`config.mk`:
```
export PLATFORM = sky130hd
export DESIGN_NAME = pipeline_hazard_ctrl
export DESIGN_NICKNAME = d
export VERILOG_FILES = /design/src/rtl/pipeline_hazard_ctrl_pkg.sv /design/src/rtl/hz_wait_timer.sv /design/src/rtl/pipeline_hazard_ctrl.sv
export SDC_FILE = /design/constraint.sdc
export NUM_CORES = 1
export LEC_CHECK = 0
export CELL_PAD_IN_SITES_DETAIL_PLACEMENT = 1
export CELL_PAD_IN_SITES_GLOBAL_PLACEMENT = 2
export CORE_ASPECT_RATIO = 1.1
export CORE_UTILIZATION = 24
export CTS_CLUSTER_DIAMETER = 100
export DETAILED_ROUTE_END_ITERATION = 8
export PLACE_DENSITY_LB_ADDON = 0.1
export SYNTH_ARGS = -nofsm -noshare
export SYNTH_HDL_FRONTEND = slang
export SYNTH_SLANG_ARGS = --single-unit
```
`constraint.sdc`:
```
create_clock -name i_clk -period 2.3 [get_ports i_clk]
set_clock_uncertainty 0.2 [all_clocks]
set_input_delay 0.23 -clock i_clk [delete_from_list [all_inputs] [get_ports i_clk]]
set_output_delay 0.23 -clock i_clk [all_outputs]
set_load 0.1 [all_outputs]
```
`src/rtl/pipeline_hazard_ctrl_pkg.sv`:
```
// ----------------------------------------------------------------------------
// pipeline_hazard_ctrl_pkg
// Shared definitions for the pipeline hazard controller:
//   - hz_state_t : sequencer state (RUN / MEMWAIT / FLUSH)
//   - OP_*       : opcode constants of the five-stage core
//   - uses_rt()  : true when an opcode actually reads its rt operand, so
//                  hazard detection and forwarding logic agree on it
// ----------------------------------------------------------------------------
package pipeline_hazard_ctrl_pkg;

    typedef enum logic [1:0] {
        ST_RUN     = 2'd0,
        ST_MEMWAIT = 2'd1,
        ST_FLUSH   = 2'd2
    } hz_state_t;

    localparam logic [5:0] OP_RTYPE = 6'h00;
    localparam logic [5:0] OP_JAL   = 6'h02;
    localparam logic [5:0] OP_BEQ   = 6'h04;
    localparam logic [5:0] OP_BNE   = 6'h05;
    localparam logic [5:0] OP_BLT   = 6'h06;
    localparam logic [5:0] OP_BLE   = 6'h07;
    localparam logic [5:0] OP_ALUI  = 6'h08;
    localparam logic [5:0] OP_LW    = 6'h23;
    localparam logic [5:0] OP_SW    = 6'h2B;

    // ALU-immediate and load forms carry a destination in the rt field,
    // so only these opcodes genuinely read rt as a source.
    function automatic logic uses_rt(input logic [5:0] op);
        return (op == OP_RTYPE) || (op == OP_BEQ) || (op == OP_BLT) ||
               (op == OP_BLE)   || (op == OP_BNE) || (op == OP_SW);
    endfunction

endpackage

```
`src/rtl/hz_wait_timer.sv`:
```
// ----------------------------------------------------------------------------
// hz_wait_timer
// Loadable down-counter shared by the flush sequencer and the memory-wait
// timeout. Saturates at zero.
// Ports:
//   clk, rst_n  : clock, asynchronous active-low reset (count -> 0)
//   load        : load load_value (has priority over dec)
//   load_value  : value to load
//   dec         : decrement by one when non-zero
//   zero        : count == 0
//   last        : count == 1 (the next decrement reaches zero)
// ----------------------------------------------------------------------------
module hz_wait_timer #(
    parameter int WIDTH = 4
) (
    input  logic             clk,
    input  logic             rst_n,
    input  logic             load,
    input  logic [WIDTH-1:0] load_value,
    input  logic             dec,
    output logic             zero,
    output logic             last
);

    logic [WIDTH-1:0] count;

    always_ff @(posedge clk or negedge rst_n) begin
        if (!rst_n) begin
            count <= '0;
        end else if (load) begin
            count <= load_value;
        end else if (dec && (count != '0)) begin
            count <= count - WIDTH'(1);
        end
    end

    assign zero = (count == '0);
    assign last = (count == WIDTH'(1));

endmodule

```
`src/rtl/pipeline_hazard_ctrl.sv`:
```
// ----------------------------------------------------------------------------
// pipeline_hazard_ctrl
// Central stall/flush sequencer of the five-stage core. Detects load-use
// hazards, holds the pipe during data-memory waits and flushes the front end
// on taken branches / JAL, redirecting fetch.
// Ports:
//   i_clk, i_reset_n              : clock, asynchronous active-low reset
//   decode_op/rs/rt               : instruction leaving decode
//   ex_valid/ex_is_load/ex_rd     : instruction in execute
//   br_redirect, br_target        : branch resolution from execute
//   mem_req, mem_ready            : data-memory handshake
//   rr_stall, rr_flush            : register-read stall / flush
//   ex_stall, ex_bubble           : freeze execute+memory / bubble execute
//   fetch_redirect(_pc)           : one-cycle fetch redirect and its target
//   mem_timeout                   : sticky memory-wait timeout flag
//   perf_stall_cycles/flush_events: performance counters
// Parameters: FLUSH_CYCLES (1..15), MEM_TIMEOUT (1..1023).
// Optional feature macro: HAZARD_PERF_CNT_EN enables the performance
// counters; without it both counter outputs are tied to zero.
// ----------------------------------------------------------------------------
module pipeline_hazard_ctrl
    import pipeline_hazard_ctrl_pkg::*;
#(
    parameter int FLUSH_CYCLES = 2,
    parameter int MEM_TIMEOUT  = 255
) (
    input  logic        i_clk,
    input  logic        i_reset_n,
    input  logic [5:0]  decode_op,
    input  logic [3:0]  decode_rs,
    input  logic [3:0]  decode_rt,
    input  logic        ex_valid,
    input  logic        ex_is_load,
    input  logic [3:0]  ex_rd,
    input  logic        br_redirect,
    input  logic [31:0] br_target,
    input  logic        mem_req,
    input  logic        mem_ready,
    output logic        rr_stall,
    output logic        rr_flush,
    output logic        ex_stall,
    output logic        ex_bubble,
    output logic        fetch_redirect,
    output logic [31:0] fetch_redirect_pc,
    output logic        mem_timeout,
    output logic [31:0] perf_stall_cycles,
    output logic [31:0] perf_flush_events
);

    // A redirect issued straight from RUN/FLUSH already spends one flush
    // cycle in that same cycle; one deferred from MEMWAIT spends all of them
    // inside FLUSH.
    localparam logic [3:0] FLUSH_RELOAD = 4'(FLUSH_CYCLES - 1);
    localparam logic [3:0] FLUSH_FULL   = 4'(FLUSH_CYCLES);
    localparam logic [9:0] MEM_LIMIT    = 10'(MEM_TIMEOUT);

    hz_state_t   state;
    hz_state_t   next_state;
    logic        pending;
    logic [31:0] target_q;

    logic        load_use;
    logic        rs_used;
    logic        rt_used;
    logic        direct_redirect;
    logic        latch_redirect;
    logic        clear_pending;
    logic        flush_load;
    logic [3:0]  flush_load_value;
    logic        flush_dec;
    logic        flush_zero;
    logic        flush_last;
    logic        mem_load;
    logic        mem_dec;
    logic        mem_zero;
    logic        mem_last;

    assign rs_used  = (decode_rs != 4'd0);
    assign rt_used  = (decode_rt != 4'd0) && uses_rt(decode_op);
    assign load_use = ex_valid && ex_is_load && (ex_rd != 4'd0) &&
                      ((rs_used && (ex_rd == decode_rs)) ||
                       (rt_used && (ex_rd == decode_rt)));

    hz_wait_timer #(.WIDTH(4)) u_flush_timer (
        .clk        (i_clk),
        .rst_n      (i_reset_n),
        .load       (flush_load),
        .load_value (flush_load_value),
        .dec        (flush_dec),
        .zero       (flush_zero),
        .last       (flush_last)
    );

    hz_wait_timer #(.WIDTH(10)) u_mem_timer (
        .clk        (i_clk),
        .rst_n      (i_reset_n),
        .load       (mem_load),
        .load_value (MEM_LIMIT),
        .dec        (mem_dec),
        .zero       (mem_zero),
        .last       (mem_last)
    );

    // Control outputs and next-state decisions. Load-use is only examined in
    // the final RUN branch, which is never reached while rr_flush is high.
    always_comb begin
        rr_stall         = 1'b0;
        rr_flush         = 1'b0;
        ex_stall         = 1'b0;
        ex_bubble        = 1'b0;
        fetch_redirect   = 1'b0;
        direct_redirect  = 1'b0;
        latch_redirect   = 1'b0;
        clear_pending    = 1'b0;
        flush_load       = 1'b0;
        flush_load_value = FLUSH_RELOAD;
        flush_dec        = 1'b0;
        mem_load         = 1'b0;
        mem_dec          = 1'b0;
        next_state       = state;
        unique case (state)
            ST_RUN: begin
                if (mem_req && !mem_ready) begin
                    rr_stall       = 1'b1;
                    ex_stall       = 1'b1;
                    mem_load       = 1'b1;
                    // A redirect coinciding with the stall is deferred, not lost.
                    latch_redirect = br_redirect;
                    next_state     = ST_MEMWAIT;
                end else if (br_redirect) begin
                    fetch_redirect  = 1'b1;
                    direct_redirect = 1'b1;
                    rr_flush        = 1'b1;
                    if (FLUSH_CYCLES > 1) begin
                        flush_load = 1'b1;
                        next_state = ST_FLUSH;
                    end
                end else if (load_use) begin
                    rr_stall  = 1'b1;
                    ex_bubble = 1'b1;
                end
            end
            ST_MEMWAIT: begin
                rr_stall       = 1'b1;
                ex_stall       = 1'b1;
                mem_dec        = 1'b1;
                latch_redirect = br_redirect;
                if (mem_ready) begin
                    if (pending || br_redirect) begin
                        flush_load       = 1'b1;
                        flush_load_value = FLUSH_FULL;
                        next_state       = ST_FLUSH;
                    end else begin
                        next_state = ST_RUN;
                    end
                end
            end
            ST_FLUSH: begin
                rr_flush  = 1'b1;
                ex_bubble = 1'b1;
                if (br_redirect) begin
                    // A newer redirect supersedes any deferred one.
                    fetch_redirect  = 1'b1;
                    direct_redirect = 1'b1;
                    clear_pending   = 1'b1;
                    if (FLUSH_CYCLES > 1) begin
                        flush_load = 1'b1;
                    end else begin
                        next_state = ST_RUN;
                    end
                end else begin
                    if (pending) begin
                        fetch_redirect = 1'b1;
                        clear_pending  = 1'b1;
                    end
                    flush_dec = 1'b1;
                    if (flush_last || flush_zero) begin
                        next_state = ST_RUN;
                    end
                end
            end
            default: next_state = ST_RUN;
        endcase
    end

    // The target register tracks the latest redirect; a direct redirect
    // presents br_target combinationally in its own cycle.
    assign fetch_redirect_pc = direct_redirect ? br_target : target_q;

    always_ff @(posedge i_clk or negedge i_reset_n) begin
        if (!i_reset_n) begin
            state       <= ST_RUN;
            pending     <= 1'b0;
            target_q    <= '0;
            mem_timeout <= 1'b0;
        end else begin
            state <= next_state;
            if (latch_redirect) begin
                pending  <= 1'b1;
                target_q <= br_target;
            end else begin
                if (clear_pending) begin
                    pending <= 1'b0;
                end
                if (direct_redirect) begin
                    target_q <= br_target;
                end
            end
            if ((state == ST_MEMWAIT) && (mem_last || mem_zero)) begin
                mem_timeout <= 1'b1;
            end
        end
    end

`ifdef HAZARD_PERF_CNT_EN
    logic [31:0] stall_count;
    logic [31:0] flush_count;

    always_ff @(posedge i_clk or negedge i_reset_n) begin
        if (!i_reset_n) begin
            stall_count <= '0;
            flush_count <= '0;
        end else begin
            if (rr_stall) begin
                stall_count <= stall_count + 32'd1;
            end
            if (fetch_redirect) begin
                flush_count <= flush_count + 32'd1;
            end
        end
    end

    assign perf_stall_cycles = stall_count;
    assign perf_flush_events = flush_count;
`else
    assign perf_stall_cycles = '0;
    assign perf_flush_events = '0;
`endif

endmodule

```
==> reports/results.tsv <==
stage	metric	value	unit
status	outcome	finished clean	
die	num_io_pins	159	
grt	overflow	0	
grt	top_usage_layer	met2	
grt	grt_usage	13.27	%
worst_setup_path	reg2reg_depth	7	
sta	holdWs	0.1773	ns
sta	tightest_slew	0.6247	ns
cts	insertion_delay	0.29	ns
worst_setup_path	reg2reg_from	u_mem_timer.count[0]	
detailed_routing	avgViaCountPerCell	4.121	
finish	n_antenna_cell	0	
yosys	yosys_warnings	0	
power_and_ir_drop	leakage	2.297	nW
sta	tns	0	ns
sta	setup_viol	0	
placement	place.gp.congestion	0.7037	
cts	cts_inserted_buffers	5	
sta	worst_slack	0.01309	ns
yosys	synth_edf_count	0	
grt	grt_start_max_net_pins	33	
grt	grt_pass1_vias	2691	
placement	portBuffers	94	
die	initial_core_util	24.75	%
yosys	synth_seq_area_share	38.11	%
worst_setup_path	timing.rr.end	u_mem_timer.count[0]	
detailed_routing	drcViolationCount	0	
yosys	synthArstFlopShare	100.0	%
die	die_h	124.7	um
grt	grt_antenna_before_repair	0	
sta	slew_viol_final	0	
worst_setup_path	cp-endpoint	fetch_redirect_pc[12]	
power_and_ir_drop	total_power	0.005606	W
cts	cts-root-buf	clkbuf_16	
worst_setup_path	required	1.87	ns
yosys	synth_top_cell_area_share	38.11	%
finish	drive_gt1_share	37.62	%
worst_setup_path	crit_start	br_redirect	
cts	cts.path.max_buffers	2	
cts	clk_pin_slew	0.06	ns
sta	relSlewSlack	58.35	%
detailed_routing	drt-total-wl	9.141	mm
yosys	synth.cell_area	3283	um2
detailed_routing	dr.pass1.iters	4	
cts	htree_levels	2	
power_and_ir_drop	ir_drop	0.5930	mV
die	rows	44	
detailed_routing	routed-via-count	2522	
worst_hold_path	min_path_type	input port to flop	
yosys	avgSynthCellArea	10.76	um2
yosys	synth.area.top_cells	dfrtp_1 (38%), mux2_2 (22%), buf_4 (16%), xnor2_1 (2.9%), ha_1 (1.9%)	
power_and_ir_drop	cellPowerDensity	1076	nW/um2
sta	finalHoldViolations	0	
sta	fmax	0.4373	GHz
die	fp.dieW	113.5	um
yosys	synth.most_common_cell	buf_4	
finish	fin_nets	489	
yosys	netlist_instances	305	
worst_setup_path	crit_path_end_kind	output pin	
worst_setup_path	path_class	input port to output pin	
yosys	synth_area_leader_cell	dfrtp_1	
yosys	synthTopCellsByCount	buf_4 (68), mux2_2 (64), dfrtp_1 (50)	
yosys	synth-seq-cells	50	
finish	area_growth	58.69	%
grt	gr-usage-met3	5.255	%
cts	clock_sinks	50	
grt	gr-usage-met1	15.53	%
die	dieArea	14150	um2
placement	place_ws	-0.4396	ns
cts	cts_tree	done	
sta	fin_crit_sh	99.43	%
worst_setup_path	rrSetupSlack	0.20	ns
finish	num-fill-cells	1441	
sta	grt_setup_unrepaired	yes	
detailed_routing	detail-route-antenna-nets	0	
sta	period_minus_slack	2.287	ns
grt	gr-usage-met2	22.45	%
yosys	ys.flop_type	dfrtp_1	
worst_setup_path	crit_fanout	5	
detailed_routing	first_iter_violations	64	
worst_setup_path	arrival	1.86	ns
job	maxCapViolations	0	
detailed_routing	wl_per_cell	14.94	um
yosys	ys_types	39	
placement	dp_hpwl	6.136	mm
grt	grt_pass1_wl	14.53	mm
worst_setup_path	start_kind	input port	
die	fp.coreArea	13270	um2
[worst max-delay path, cell delays in order]
cell             delay, ns
clkdlybuf4s50_1       0.49
nor3b_4               0.25
buf_6                 0.14
buf_8                 0.12
buf_12                0.13
mux2_4                0.32
buf_12                0.17
[timing repair]
item	in CTS	in global routing
endpoints found under the hold margin	21	0
setup buffers	6	1
pin swaps	6	7
setup endpoints to repair	34	34
gates cloned	4	0
hold buffers	1	0
resized for setup	50	22
[metal layers]
layer | part of all wire (%) | vias to the layer above
met2 | 48 | 85
met3 | 8.4 | 6
met5 | 0 | -
li1 | - | 1169
met1 | 42 | 1262
met4 | 0.86 | 0
[stage by stage]
step                utilization [%]  cell area (um2)  std cells
finish                        39.27             5210        612
global route                  39.27             5210        612
CTS                           39.04             5180        613
detailed placement            35.93             4767        595
global placement              35.93             4767        595
floorplan                         -             3547        368
[cell families after synthesis]
group / count (synthesis) / synth area share [%]
other: 1 / 0.1142
flip-flops: 50 / 38.11
AO/OA/AOI/OAI: 26 / 6.289
adder cells (fa/ha/maj): 5 / 1.905
multiplexers: 64 / 21.95
AND/OR/NAND/NOR: 59 / 9.452
buffers and inverters: 82 / 17.38
XOR/XNOR: 18 / 4.802
[how the worst min path moves through the flow]
stage | from | end | cells after the start
after floorplan | i_reset_n | mem_timeout | 0
after global placement | i_reset_n | pending | 1
after detailed placement | i_reset_n | pending | 1
after CTS | mem_ready | state[0] | 3
after global routing | mem_ready | state[0] | 3
final | mem_ready | state[0] | 3
[flip-flops by register name, summed over array words and instances (netlist names)]
register,cells
pending,1
target_q,32
mem_timeout,1
u_mem_timer.count,10
u_flush_timer.count,4
state,2
[power breakdown]
| part | internal (W) | switching [W] | leakage (nW) |
|---|---|---|---|
| clock | 0.000405 | 0.000347 | 0.0708 |
| combinational | 0.00135 | 0.00235 | 1.65 |
| sequential | 0.00105 | 0.000112 | 0.577 |
| total | 0.00280 | 0.00281 | 2.30 |
[placed cells by master (no fill, tap or decap), drive strengths merged, types with 2 or more instances in the layout]
cell and n:
dfrtp 50, clkbuf 9, nand2 16, buf 71, nor3 9, nand3 4, clkdlybuf4s15 2, a21oi 9
xor2 7, clkdlybuf4s50 46, conb 64, inv 8, o41ai 2, xnor2 11, nand4 3, or4 2
nor4 5, nand2b 2, nor2 11, ha 5, o21ai 5, mux2 64, dlygate4sd2 2, clkinv 2
[area by class of cell]
type                       count  area, um2  share of cell area [%]
multi-input combinational    236       1908                   36.62
timing repair buffer         126       1648                   31.63
sequential                    50       1251                   24.02
tap                          184      230.2                   4.419
clock buffer                   6      128.9                   2.474
inverter                       8      30.03                  0.5764
clock inverter                 2      13.76                  0.2642
(Power assumes the default switching activity.)
